==> config.mk <==
export PLATFORM = sky130hd
export DESIGN_NAME = ear_filter
export DESIGN_NICKNAME = d
export VERILOG_FILES = /design/src/rtl/ear_pkg.sv /design/src/rtl/sync2.sv /design/src/rtl/ear_filter.sv
export SDC_FILE = /design/constraint.sdc
export NUM_CORES = 1
export LEC_CHECK = 0
export BUFFER_PORTS_ARGS = -buffer_cell sky130_fd_sc_hd__buf_2
export CAP_MARGIN = 30
export CORE_MARGIN = 1.5
export CORE_UTILIZATION = 25
export CTS_CLUSTER_DIAMETER = 120
export CTS_CLUSTER_SIZE = 16
export DETAILED_ROUTE_END_ITERATION = 8
export GPL_ROUTABILITY_DRIVEN = 0
export HOLD_SLACK_MARGIN = 0.1
export SETUP_SLACK_MARGIN = 0.3
export SYNTH_ARGS = -nofsm -noshare
export SYNTH_HDL_FRONTEND = slang
export SYNTH_SLANG_ARGS = --single-unit
==> constraint.sdc <==
create_clock -name clock -period 2.4 [get_ports clock]
set_clock_uncertainty 0.1 [all_clocks]
set_input_delay 0.12 -clock clock [delete_from_list [all_inputs] [get_ports clock]]
set_output_delay 0.12 -clock clock [all_outputs]
set_load 0.03 [all_outputs]
==> src/rtl/ear_pkg.sv <==
// Shared constants, FSM state type and helpers for the EAR input conditioner.
package ear_pkg;

    localparam int unsigned FILTN_DEF = 8;
    localparam int unsigned PWW_DEF   = 12;
    localparam int unsigned STRW_DEF  = 16;
    localparam int unsigned FCNT_W    = 4;

    typedef enum logic {
        UNARMED = 1'b0,
        ARMED   = 1'b1
    } pw_state_e;

    // Increment that sticks at max_value instead of wrapping.
    function automatic logic [31:0] sat_inc(input logic [31:0] value, input logic [31:0] max_value);
        return (value >= max_value) ? max_value : value + 32'd1;
    endfunction

endpackage

==> src/rtl/sync2.sv <==
// Generic two-flop synchroniser for asynchronous pin inputs.
module sync2 (
    input  logic clock,
    input  logic reset,
    input  logic d,
    output logic q
);

    logic meta;

    // Two-stage capture, cleared to 0 while reset is low.
    always_ff @(posedge clock or negedge reset) begin
        if (!reset) begin
            meta <= 1'b0;
            q    <= 1'b0;
        end else begin
            meta <= d;
            q    <= meta;
        end
    end

endmodule

==> src/rtl/ear_filter.sv <==
// Cassette EAR conditioner: synchronise, glitch-filter, measure half-periods, stretch activity.
module ear_filter
    import ear_pkg::*;
#(
    parameter int unsigned FILTN = FILTN_DEF,
    parameter int unsigned PWW   = PWW_DEF,
    parameter int unsigned STRW  = STRW_DEF
) (
    input  logic           clock,
    input  logic           reset,
    input  logic           ce,
    input  logic           ear,
    input  logic           invert,
    output logic           q,
    output logic           q_edge,
    output logic [PWW-1:0] width,
    output logic           wvalid,
    output logic           active
);

    localparam logic [31:0] PW_MAX = 32'((64'd1 << PWW) - 64'd1);

    logic              sync_q;
    logic              s_c;
    logic [FCNT_W-1:0] fcnt, fcnt_nx, fcnt_inc_c;
    pw_state_e         state, state_nx;
    logic [PWW-1:0]    pw, pw_nx, pw_inc_c, width_nx;
    logic [STRW-1:0]   scnt, scnt_nx;
    logic              q_nx, edge_nx, wvalid_nx, toggle_c, pw_sat_c;

    sync2 u_sync (
        .clock (clock),
        .reset (reset),
        .d     (ear),
        .q     (sync_q)
    );

    // Polarity is applied after the synchroniser, so an invert flip is filtered like a real edge.
    assign s_c        = sync_q ^ invert;
    assign fcnt_inc_c = fcnt + FCNT_W'(1);
    assign pw_inc_c   = PWW'(sat_inc(32'(pw), PW_MAX));
    assign pw_sat_c   = (pw_inc_c == PWW'(PW_MAX));

    // Next-state: filter, half-period FSM and activity counter, all advancing on ce only.
    always_comb begin
        q_nx      = q;
        fcnt_nx   = fcnt;
        edge_nx   = 1'b0;
        wvalid_nx = 1'b0;
        width_nx  = width;
        state_nx  = state;
        pw_nx     = pw;
        scnt_nx   = scnt;
        toggle_c  = 1'b0;

        if (ce) begin
            if (s_c == q) begin
                fcnt_nx = '0;
            end else if (32'(fcnt_inc_c) == FILTN) begin
                fcnt_nx  = '0;
                toggle_c = 1'b1;
            end else begin
                fcnt_nx = fcnt_inc_c;
            end

            if (toggle_c) begin
                q_nx     = ~q;
                edge_nx  = 1'b1;
                pw_nx    = PWW'(1);
                state_nx = ARMED;
                scnt_nx  = '1;
                // A toggle coinciding with saturation is treated as unarmed.
                if (state == ARMED && !pw_sat_c) begin
                    width_nx  = pw;
                    wvalid_nx = 1'b1;
                end
            end else begin
                pw_nx = pw_inc_c;
                if (pw_sat_c) begin
                    state_nx = UNARMED;
                end
                if (scnt != '0) begin
                    scnt_nx = scnt - STRW'(1);
                end
            end
        end
    end

    // State and output registers; active follows scnt one clock later.
    always_ff @(posedge clock or negedge reset) begin
        if (!reset) begin
            q      <= 1'b0;
            fcnt   <= '0;
            q_edge <= 1'b0;
            width  <= '0;
            wvalid <= 1'b0;
            pw     <= '0;
            state  <= UNARMED;
            scnt   <= '0;
            active <= 1'b0;
        end else begin
            q      <= q_nx;
            fcnt   <= fcnt_nx;
            q_edge <= edge_nx;
            width  <= width_nx;
            wvalid <= wvalid_nx;
            pw     <= pw_nx;
            state  <= state_nx;
            scnt   <= scnt_nx;
            active <= (scnt != '0);
        end
    end

endmodule

==> results.sh, run 1 <==
export IMPL_nets=340
export IMPL_async_reset_ff_share_pct=100.0
export IMPL_antennaDiodeCount=0
export IMPL_status="finished with violations"
export IMPL_drive_above_1_share_pct=36.25
export IMPL_ios=21
export IMPL_final_cells=467
export IMPL_cts_max_level=2
export IMPL_yosys_area_share_xor_xnor_pct=6.268
export IMPL_avgSynthCellArea_um2=10.06
export IMPL_layout_setup_ws_ps=-124.2
export IMPL_die_area_um2=11250
export IMPL_cts_root_buf="clkbuf_8"
export IMPL_dp_cells=443
export IMPL_period_minus_slack_ps=2524
export IMPL_fin_crit_sh_pct=105.2
export IMPL_drt_total_wl_um=6373
export IMPL_synth_adder_area_share_pct=1.885
export IMPL_cp_data_arrival_time_ps=2610
export IMPL_synth_flop_cell="dfrtp_1"
export IMPL_place_hpwl_um=4298
export IMPL_avgViaCountPerCell=4.645
export IMPL_drtPass1Iterations=4
export IMPL_met1_usage_pct=16.31
export IMPL_wl_per_cell_um=13.65
export IMPL_finalSetupViolCount=13
export IMPL_syn_num_nets=273
export IMPL_syn2layout_area_growth_pct=34.45
export IMPL_layout_common_cells="dfrtp_1 (49), nand2_1 (40), buf_4 (36), buf_2 (20), a21oi_1 (19)"
export IMPL_multiInputGateArea_um2=1458
export IMPL_synth_top_area_share_pct=48.07
export IMPL_grt_busiest_layer="met2"
export IMPL_syn_cell_area_um2=2655
export IMPL_p_per_area_nw_per_um2=819.8
export IMPL_grt_met3_usage_pct=2.269
export IMPL_die_x_um=106.1
export IMPL_critPathMostFrequentCell="and3_4"
export IMPL_drc=0
export IMPL_max_slew_margin_rel_pct=58.54
export IMPL_syn_inst=264
export IMPL_final_common_cell="dfrtp_1"
export IMPL_clock_latency_ps=300
export IMPL_yosys_top_cells_area="dfrtp_1 (48%), nand2_1 (5.8%), mux2_4 (5.1%), xnor2_1 (4.3%), a21oi_1 (4.0%)"
export IMPL_endpoint_kind="flop"
export IMPL_required_ps=2490
export IMPL_place_area_um2=3166
export IMPL_path_class="flop to flop"
export IMPL_synth_top_family_by_area="simple AND/OR/NAND/NOR gates"
export IMPL_antenna_found_initial=0
export IMPL_ys_ff_latch=51
export IMPL_met2_usage_pct=17.90
export IMPL_final_setup_tns_ps=-1397
export IMPL_synthSimpleGateAreaFrac_pct=17.91
export IMPL_clock_sinks=51
export IMPL_cp_max_fo=5
export IMPL_fmax_mhz=396.2
export IMPL_startpoint_type="flop"
export IMPL_std_cell_rows=37
export IMPL_clk_pin_slew_worst_paths_ps=90
export IMPL_drv_slew=0
export IMPL_drtIter0Drc=51
export IMPL_track_usage_pct=11.50
export IMPL_via_count=2169
export IMPL_synth_edf_count=0
export IMPL_grt_max_degree=32
export IMPL_p_leak_nw=1.675
export IMPL_path_cells="ha_4, and3_4, and3_4, or3b_1, a31o_1, o31ai_4, buf_6, mux2_4"
export IMPL_ys_warnings_count=0
export IMPL_fp_coreArea_um2=10320
export IMPL_port_buffers=20
export IMPL_clockBufferDepth=2
export IMPL_n_fill_cell=1044
export IMPL_regArea_um2=1279
export IMPL_p_total_mw=2.926
export IMPL_muxShareOfSynthArea_pct=7.493
export IMPL_seq_area_frac_synth_pct=48.07
export IMPL_start_util_pct=25.72
export IMPL_cp_slowest_cell="dfrtp_1"
export IMPL_crit_path_max_incr_delay_ps=430
export IMPL_final_area_um2=3570
export IMPL_cts_tree="built"
export IMPL_grt_pass1_vias=2123
export IMPL_yosys_area_top_type="dfrtp_1"
export IMPL_place_ws_ps=-143.3
export IMPL_vdd_drop_max_v=0.0004600
export IMPL_cts_buffers_inserted=5
export IMPL_fp_dieH_um=106.1
export IMPL_grt_pass1_wl_um=10540
export IMPL_final_hold_viol_count=0
export IMPL_hold_path_class="primary input to flop"
export IMPL_worst_pin_slew_ps=617.1
export IMPL_antenna_left=0
export IMPL_max_cap_viol_count=0
export IMPL_rsz0062_at_grt="true"
export IMPL_violations="negative setup slack"
export IMPL_synth_cell_types=55
export IMPL_synth_compound_area_share_pct=14.47
export IMPL_gr_total_overflow=0
cell families after synthesis:
kind of cell	after synthesis
adder cells (fa/ha/maj)	4
AND/OR/NAND/NOR	95
flip-flops	51
AO/OA/AOI/OAI	59
buffers and inverters	21
multiplexers	15
XOR/XNOR	19
state kept, by name (all words and copies together) (netlist names), 4 cells and up:
name,count
fcnt,4
scnt,16
width,12
pw,12
metrics by stage:
step | hold WS, ps | utilization [%]
floorplan | -275.6 | -
global placement | 74.70 | 30.66
detailed placement | 71.30 | 30.66
CTS | 106.2 | 32.98
global route | 133.6 | 34.58
finish | 116.5 | 34.58
report_power, final:
group	switching (mW)	internal, mW
clock	0.278	0.227
combinational	0.525	0.572
sequential	0.263	1.06
total	1.07	1.86
what timing repair did:
item                       4_1_cts  5_1_grt
hold buffers                     4        0
pin swaps                        4       15
setup endpoints to repair       26       34
hold endpoints to repair        27        0
gates resized for setup         17       26
setup buffers                    5        8
final timing paths:
kind | from | end | depth (start not counted) | slack, ps
max reg2reg | pw[1] | width[11] | 8 | -120
min reg2reg | u_sync.meta | u_sync.q | 0 | 250
min | ce | pw[11] | 2 | 120
max in group asynchronous | reset | pw[4] | 3 | 1300
min in group asynchronous | reset | pw[1] | 2 | 260
max | pw[1] | width[11] | 8 | -120
cell usage after synthesis, types with 2 or more instances:
| library cell | number |
|---|---|
| mux2_4 | 9 |
| o211ai_1 | 3 |
| xnor2_1 | 13 |
| and3_4 | 2 |
| or3_1 | 2 |
| or4_1 | 3 |
| nor4_1 | 3 |
| mux2_2 | 3 |
| o21ai_0 | 15 |
| and3_1 | 4 |
| and4_1 | 2 |
| a31oi_1 | 2 |
| buf_1 | 3 |
| nor3_1 | 6 |
| mux2i_1 | 3 |
| o21ai_2 | 2 |
| nand3_1 | 8 |
| clkbuf_1 | 3 |
| nand2_1 | 41 |
| ha_1 | 4 |
| nand4_1 | 3 |
| a21oi_1 | 21 |
| a41oi_1 | 2 |
| dfrtp_1 | 51 |
| xor2_1 | 6 |
| inv_1 | 10 |
| nor2_1 | 12 |
worst max-delay path, delay by kind of cell (launching register included):
kind                     cells  cell delay [ps]
AO/OA/AOI/OAI                2              540
buffers and inverters        1              180
AND/OR/NAND/NOR              3              670
adder cells (fa/ha/maj)      1              180
multiplexers                 1              300
flip-flops                   1              430
per-layer routing:
metal  vias up  share of wire [%]
met5         -                  0
met4         0                1.0
met3        11                2.6
met2        28                 48
met1      1061                 49
li1       1069                  -
cell type report:
cell class                      count  share of cell area [%]
Sequential cell                    51                   35.82
Multi-Input combinational cell    192                   40.83
Clock buffer                        6                   2.313
Inverter                           10                   1.052
Tap cell                          136                   4.767
Timing Repair Buffer               71                   15.07
Clock inverter                      1                  0.1402
Power figures use the tool's default switching activity.
==> inputs of run 2 (changes only) <==
- CORE_UTILIZATION: 25 -> 45
- PLACE_DENSITY: unset -> 0.65
- RECOVER_POWER: unset -> 50
==> results.sh, run 2 (synthesis gave the netlist of run 1 again) <==
export IMPL_status="finished with violations"
export IMPL_violations="negative setup slack"
export IMPL_cp_slowest_cell="dfrtp_2"
export IMPL_crit_buf_inv=1
export IMPL_drc=0
export IMPL_critPathTopFamily="simple AND/OR/NAND/NOR gates"
export IMPL_clk_pin_slew_worst_paths_ps=90
export IMPL_wl_per_cell_um=15.01
export IMPL_grt_pass1_vias=2053
export IMPL_fmax_mhz=402.1
export IMPL_cp_data_arrival_time_ps=2580
export IMPL_worst_pin_slew_ps=898.1
export IMPL_p_total_mw=2.965
export IMPL_fp_dieH_um=79.81
export IMPL_crit_path_max_incr_delay_ps=440
export IMPL_drv_slew=0
export IMPL_gr_total_overflow=0
export IMPL_ios=21
export IMPL_max_slew_margin_rel_pct=40.13
export IMPL_antenna_found_initial=0
export IMPL_final_common_cell="dfrtp_1"
export IMPL_std_cell_rows=27
export IMPL_rsz0062_at_grt="true"
export IMPL_cts_max_level=2
export IMPL_avgViaCountPerCell=5.415
export IMPL_place_hpwl_um=4009
export IMPL_p_per_area_nw_per_um2=835.1
export IMPL_port_buffers=20
export IMPL_reg_largest_list="scnt (16), pw (12), width (12)"
export IMPL_cp_max_fo=8
export IMPL_drive_above_1_share_pct=38.17
export IMPL_critPathMostFrequentCell="and3_4"
export IMPL_drtPass1Iterations=4
export IMPL_layout_setup_ws_ps=-87.23
export IMPL_cts_root_buf="clkbuf_8"
export IMPL_layout_common_cells="dfrtp_1 (48), buf_4 (41), nand2_1 (40), a21oi_1 (20), buf_2 (19)"
export IMPL_p_leak_nw=1.713
export IMPL_clock_sinks=51
export IMPL_die_x_um=79.81
export IMPL_fp_coreArea_um2=5608
export IMPL_drtIter0Drc=149
export IMPL_final_hold_viol_count=0
export IMPL_nets=346
export IMPL_track_usage_pct=20.24
export IMPL_startpoint_type="flop"
export IMPL_syn2layout_area_growth_pct=33.74
export IMPL_largest_reg_flops=16
export IMPL_fin_crit_sh_pct=103.6
export IMPL_place_area_um2=3100
export IMPL_via_count=2220
export IMPL_die_area_um2=6370
export IMPL_endpoint_kind="flop"
export IMPL_required_ps=2500
export IMPL_antennaDiodeCount=0
export IMPL_largest_register="scnt"
export IMPL_grt_max_degree=32
export IMPL_final_area_um2=3551
export IMPL_cts_buffers_inserted=5
export IMPL_drt_total_wl_um=6155
export IMPL_path_class="flop to flop"
export IMPL_max_cap_viol_count=0
export IMPL_antenna_left=0
export IMPL_finalSetupViolCount=12
export IMPL_start_util_pct=47.34
export IMPL_grt_pass1_wl_um=9991
export IMPL_vdd_drop_max_v=0.0006342
export IMPL_clock_latency_ps=310
export IMPL_clockBufferDepth=2
export IMPL_period_minus_slack_ps=2487
export IMPL_hold_path_class="primary input to flop"
export IMPL_cts_tree="built"
export IMPL_path_cells="ha_4, and3_4, and3_4, or3b_1, a31o_1, o31ai_4, buf_6, mux2_4"
## run 2: tightest hold or removal path, delay by kind of cell
family                    cells  cell delay, ps
and+or+nand+nor               2             250
buffers and inverters         1             130
xor gates and xnor gates      1              60
## run 2: final cells by class
cell class	instances	area, um2
Fill cell	459	2057
Multi-Input combinational cell	192	1468
Sequential cell	51	1280
Timing Repair Buffer	77	591.8
Tap cell	72	90.09
Clock buffer	5	68.82
Inverter	10	37.54
Clock inverter	3	15.01
## run 2: power breakdown
part,internal (mW),switching [mW]
registers,1.06,0.271
clock network,0.200,0.286
logic,0.623,0.524
## run 2: stage by stage
| stage | TNS, ps | hold WS [ps] | utilization [%] | instances | setup WS (ps) |
|---|---|---|---|---|---|
| after floorplan | -1530 | -275.6 | - | 264 | -157.7 |
| after global placement | -963.8 | -41.87 | 55.29 | 381 | -98.56 |
| after detailed placement | -1221 | -43.39 | 55.29 | 381 | -127.1 |
| after CTS | -1046 | 156.2 | 60.20 | 401 | -107.2 |
| after global routing | -2023 | 175.5 | 63.32 | 410 | -190.0 |
| final | -850.0 | 173.4 | 63.32 | 410 | -87.23 |
## run 2: timing repair
| item | CTS | global route |
|---|---|---|
| buffers inserted | 9 | 8 |
| gates resized for setup | 19 | 30 |
| endpoints found under the hold margin | 53 | 0 |
| hold buffers | 3 | 0 |
| cloned | 0 | 1 |
| pin swaps | 7 | 27 |
| setup endpoints to repair | 24 | 40 |
## run 2: layer usage
layer  vias to the layer above  track usage [%]  part of all wire, %
li1                       1081                -                    -
met1                      1097            26.82                   46
met2                        37            33.47                   50
met3                         5            4.114                  3.1
met4                         0            5.862                 0.93
met5                         -                0                    0
## run 2: path summary, 6_finish.rpt
check / start / endpoint / slack (ps) / cells past startpoint
max in group asynchronous: reset / width[2] / 570 / 3
worst min-delay path: ce / scnt[2] / 170 / 4
worst max-delay path: pw[0] / width[6] / -90 / 8
worst min register to register: u_sync.meta / u_sync.q / 260 / 0
worst max register to register: pw[0] / width[6] / -90 / 8
min in group asynchronous: reset / fcnt[2] / 340 / 2
==> inputs of run 3 (changes only) <==
- ABC_AREA: unset -> 1
==> results.sh, run 3 <==
export IMPL_grt_busiest_layer="met2"
export IMPL_clock_latency_ps=300
export IMPL_start_util_pct=47.77
export IMPL_ys_warnings_count=0
export IMPL_critPathMostFrequentCell="nand3_4"
export IMPL_drtPass1Iterations=4
export IMPL_path_cells="ha_2, nand2_2, nor2_4, nand3_4, nand2_4, nand3_4, nor2_4, nand3_4, nand2_8, nand2_1, nand2_1"
export IMPL_std_cell_rows=27
export IMPL_finalSetupViolCount=0
export IMPL_drtIter0Drc=187
export IMPL_drt_total_wl_um=5788
export IMPL_yosys_top_cells_area="dfrtp_1 (48%), nand2_1 (13%), nand3_1 (9.3%), inv_1 (4.8%), o21ai_0 (4.1%)"
export IMPL_hold_path_class="primary input to flop"
export IMPL_cts_root_buf="clkbuf_8"
export IMPL_clock_sinks=51
export IMPL_layout_common_cells="nand2_1 (88), dfrtp_1 (50), nand3_1 (46), inv_1 (33), o21ai_0 (22)"
export IMPL_drv_slew=0
export IMPL_fin_crit_sh_pct=87.69
export IMPL_syn_num_nets=343
export IMPL_synth_top_area_share_pct=47.64
export IMPL_antennaDiodeCount=0
export IMPL_reg_largest_list="scnt (16), pw (12), width (12)"
export IMPL_final_hold_viol_count=0
export IMPL_seq_area_frac_synth_pct=47.64
export IMPL_synth_most_common_cell="nand2_1"
export IMPL_endpoint_kind="flop"
export IMPL_max_slew_margin_rel_pct=29.49
export IMPL_largest_register="scnt"
export IMPL_path_class="flop to flop"
export IMPL_syn_inst=334
export IMPL_clk_pin_slew_worst_paths_ps=90
export IMPL_final_common_cell="nand2_1"
export IMPL_synth_cell_types=30
export IMPL_track_usage_pct=18.87
export IMPL_ys_ff_latch=51
export IMPL_cts_max_level=2
export IMPL_fp_coreArea_um2=5608
export IMPL_critPathTopFamily="simple AND/OR/NAND/NOR gates"
export IMPL_cp_max_fo=8
export IMPL_crit_buf_inv=0
export IMPL_startpoint_type="flop"
export IMPL_fp_dieH_um=80.16
export IMPL_grt_met3_usage_pct=3.750
export IMPL_max_cap_viol_count=0
export IMPL_grt_max_degree=34
export IMPL_required_ps=2550
export IMPL_port_buffers=20
export IMPL_antenna_found_initial=0
export IMPL_avgSynthCellArea_um2=8.020
export IMPL_drive_above_1_share_pct=17.25
export IMPL_place_hpwl_um=3769
export IMPL_ios=21
export IMPL_period_minus_slack_ps=2105
export IMPL_antenna_left=0
export IMPL_synth_flop_cell="dfrtp_1"
export IMPL_status="finished clean"
export IMPL_largest_reg_flops=16
export IMPL_p_total_mw=2.546
export IMPL_ys_top_cells_by_count="nand2_1 (95), dfrtp_1 (51), nand3_1 (50)"
export IMPL_synth_edf_count=0
export IMPL_crit_path_max_incr_delay_ps=370
export IMPL_cp_data_arrival_time_ps=2250
export IMPL_syn_cell_area_um2=2679
export IMPL_clockBufferDepth=2
export IMPL_grt_pass1_wl_um=9556
export IMPL_nets=379
export IMPL_vdd_drop_max_v=0.0004150
export IMPL_via_count=2271
export IMPL_yosys_area_top_type="dfrtp_1"
export IMPL_grt_pass1_vias=2073
export IMPL_p_leak_nw=1.513
export IMPL_met2_usage_pct=28.24
export IMPL_die_area_um2=6425
export IMPL_rsz0062_at_grt="true"
export IMPL_drc=0
export IMPL_met1_usage_pct=27.36
export IMPL_final_setup_tns_ps=0
export IMPL_utilization_pct=56.47
export IMPL_cp_slowest_cell="dfrtp_1"
export IMPL_p_per_area_nw_per_um2=804.1
export IMPL_wl_per_cell_um=13.07
export IMPL_worst_pin_slew_ps=1058
export IMPL_async_reset_ff_share_pct=100.0
export IMPL_avgViaCountPerCell=5.126
export IMPL_cts_tree="built"
export IMPL_gr_total_overflow=0
export IMPL_syn2layout_area_growth_pct=18.22
export IMPL_fmax_mhz=475.1
export IMPL_die_x_um=80.16
export IMPL_cts_buffers_inserted=5
==> run 3: cell types whose count changed in the layout (fill, tap and decap cells not counted), moves of 12 or more <==
cell	delta
a21oi_1	-19
buf_2	-16
buf_4	-28
clkbuf_1	+15
inv_1	+24
mux2_4	-12
nand2_1	+48
nand3_1	+39
o21ai_0	+12
==> run 3: repair_timing <==
action,in CTS,in global routing
endpoints found under the setup margin,13,28
resized for setup,3,25
hold buffers,2,0
pin swaps,1,14
endpoints found under the hold margin,19,0
cloned,1,2
buffers inserted,0,8
==> run 3: routing by layer <==
layer  vias up  wire length (um)  share of wire (%)
li1       1163                 -                  -
met1      1059              2962                 51
met2        42              2529                 44
met3         7               221                3.8
met4         0                74                1.3
met5         -                 0                  0
==> run 3: stage by stage <==
stage | instances | setup slack (ps) | hold slack [ps] | cell area (um2)
floorplan | 334 | 420.4 | -275.6 | 2679
global route | 443 | 185.1 | 156.9 | 3167
global placement | 422 | 198.4 | -22.02 | 2848
detailed placement | 422 | 139.6 | -11.13 | 2848
CTS | 433 | 307.0 | 121.3 | 3003
finish | 443 | 295.3 | 153.0 | 3167
==> run 3: area by class of cell <==
cell class / instances / area, um2
fill: 522 / 2441
multi-input combinational: 239 / 1330
sequential: 51 / 1277
timing repair buffer: 37 / 227.7
inverter: 36 / 137.6
clock buffer: 7 / 96.34
tap: 72 / 90.09
clock inverter: 1 / 7.507
==> run 3: cells by family after synthesis <==
kind of cell	count (synthesis)	share of synthesized area (%)
simple gates	197	34.80
xor+xnor	6	1.962
buf+inv	47	7.800
fa+ha+maj	4	1.868
compound gates	29	5.932
flops	51	47.64
==> run 3: report_power, final <==
group          total (mW)  internal, mW  switching (mW)  leakage [nW]
combinational       0.745         0.296           0.449         0.801
sequential           1.25          1.04           0.205         0.661
clock               0.551         0.263           0.288        0.0505
total                2.55          1.60           0.942          1.51
==> run 3: final timing paths <==
path | from | end | slack (ps) | depth (start not counted)
setup / recovery | pw[1] | width[10] | 300 | 11
max in group asynchronous | reset | scnt[11] | 780 | 3
hold reg to reg | u_sync.meta | u_sync.q | 260 | 0
hold / removal | ce | pw[0] | 150 | 3
min in group asynchronous | reset | width[7] | 420 | 2
setup reg to reg | pw[1] | width[10] | 300 | 11
==> run 3: worst register-to-register path: stages (launching register included) <==
cell,delay (ps)
dfrtp_1,370
ha_2,220
nand2_2,70
nor2_4,230
nand3_4,190
nand2_4,130
nand3_4,80
nor2_4,180
nand3_4,200
nand2_8,160
nand2_1,60
nand2_1,60
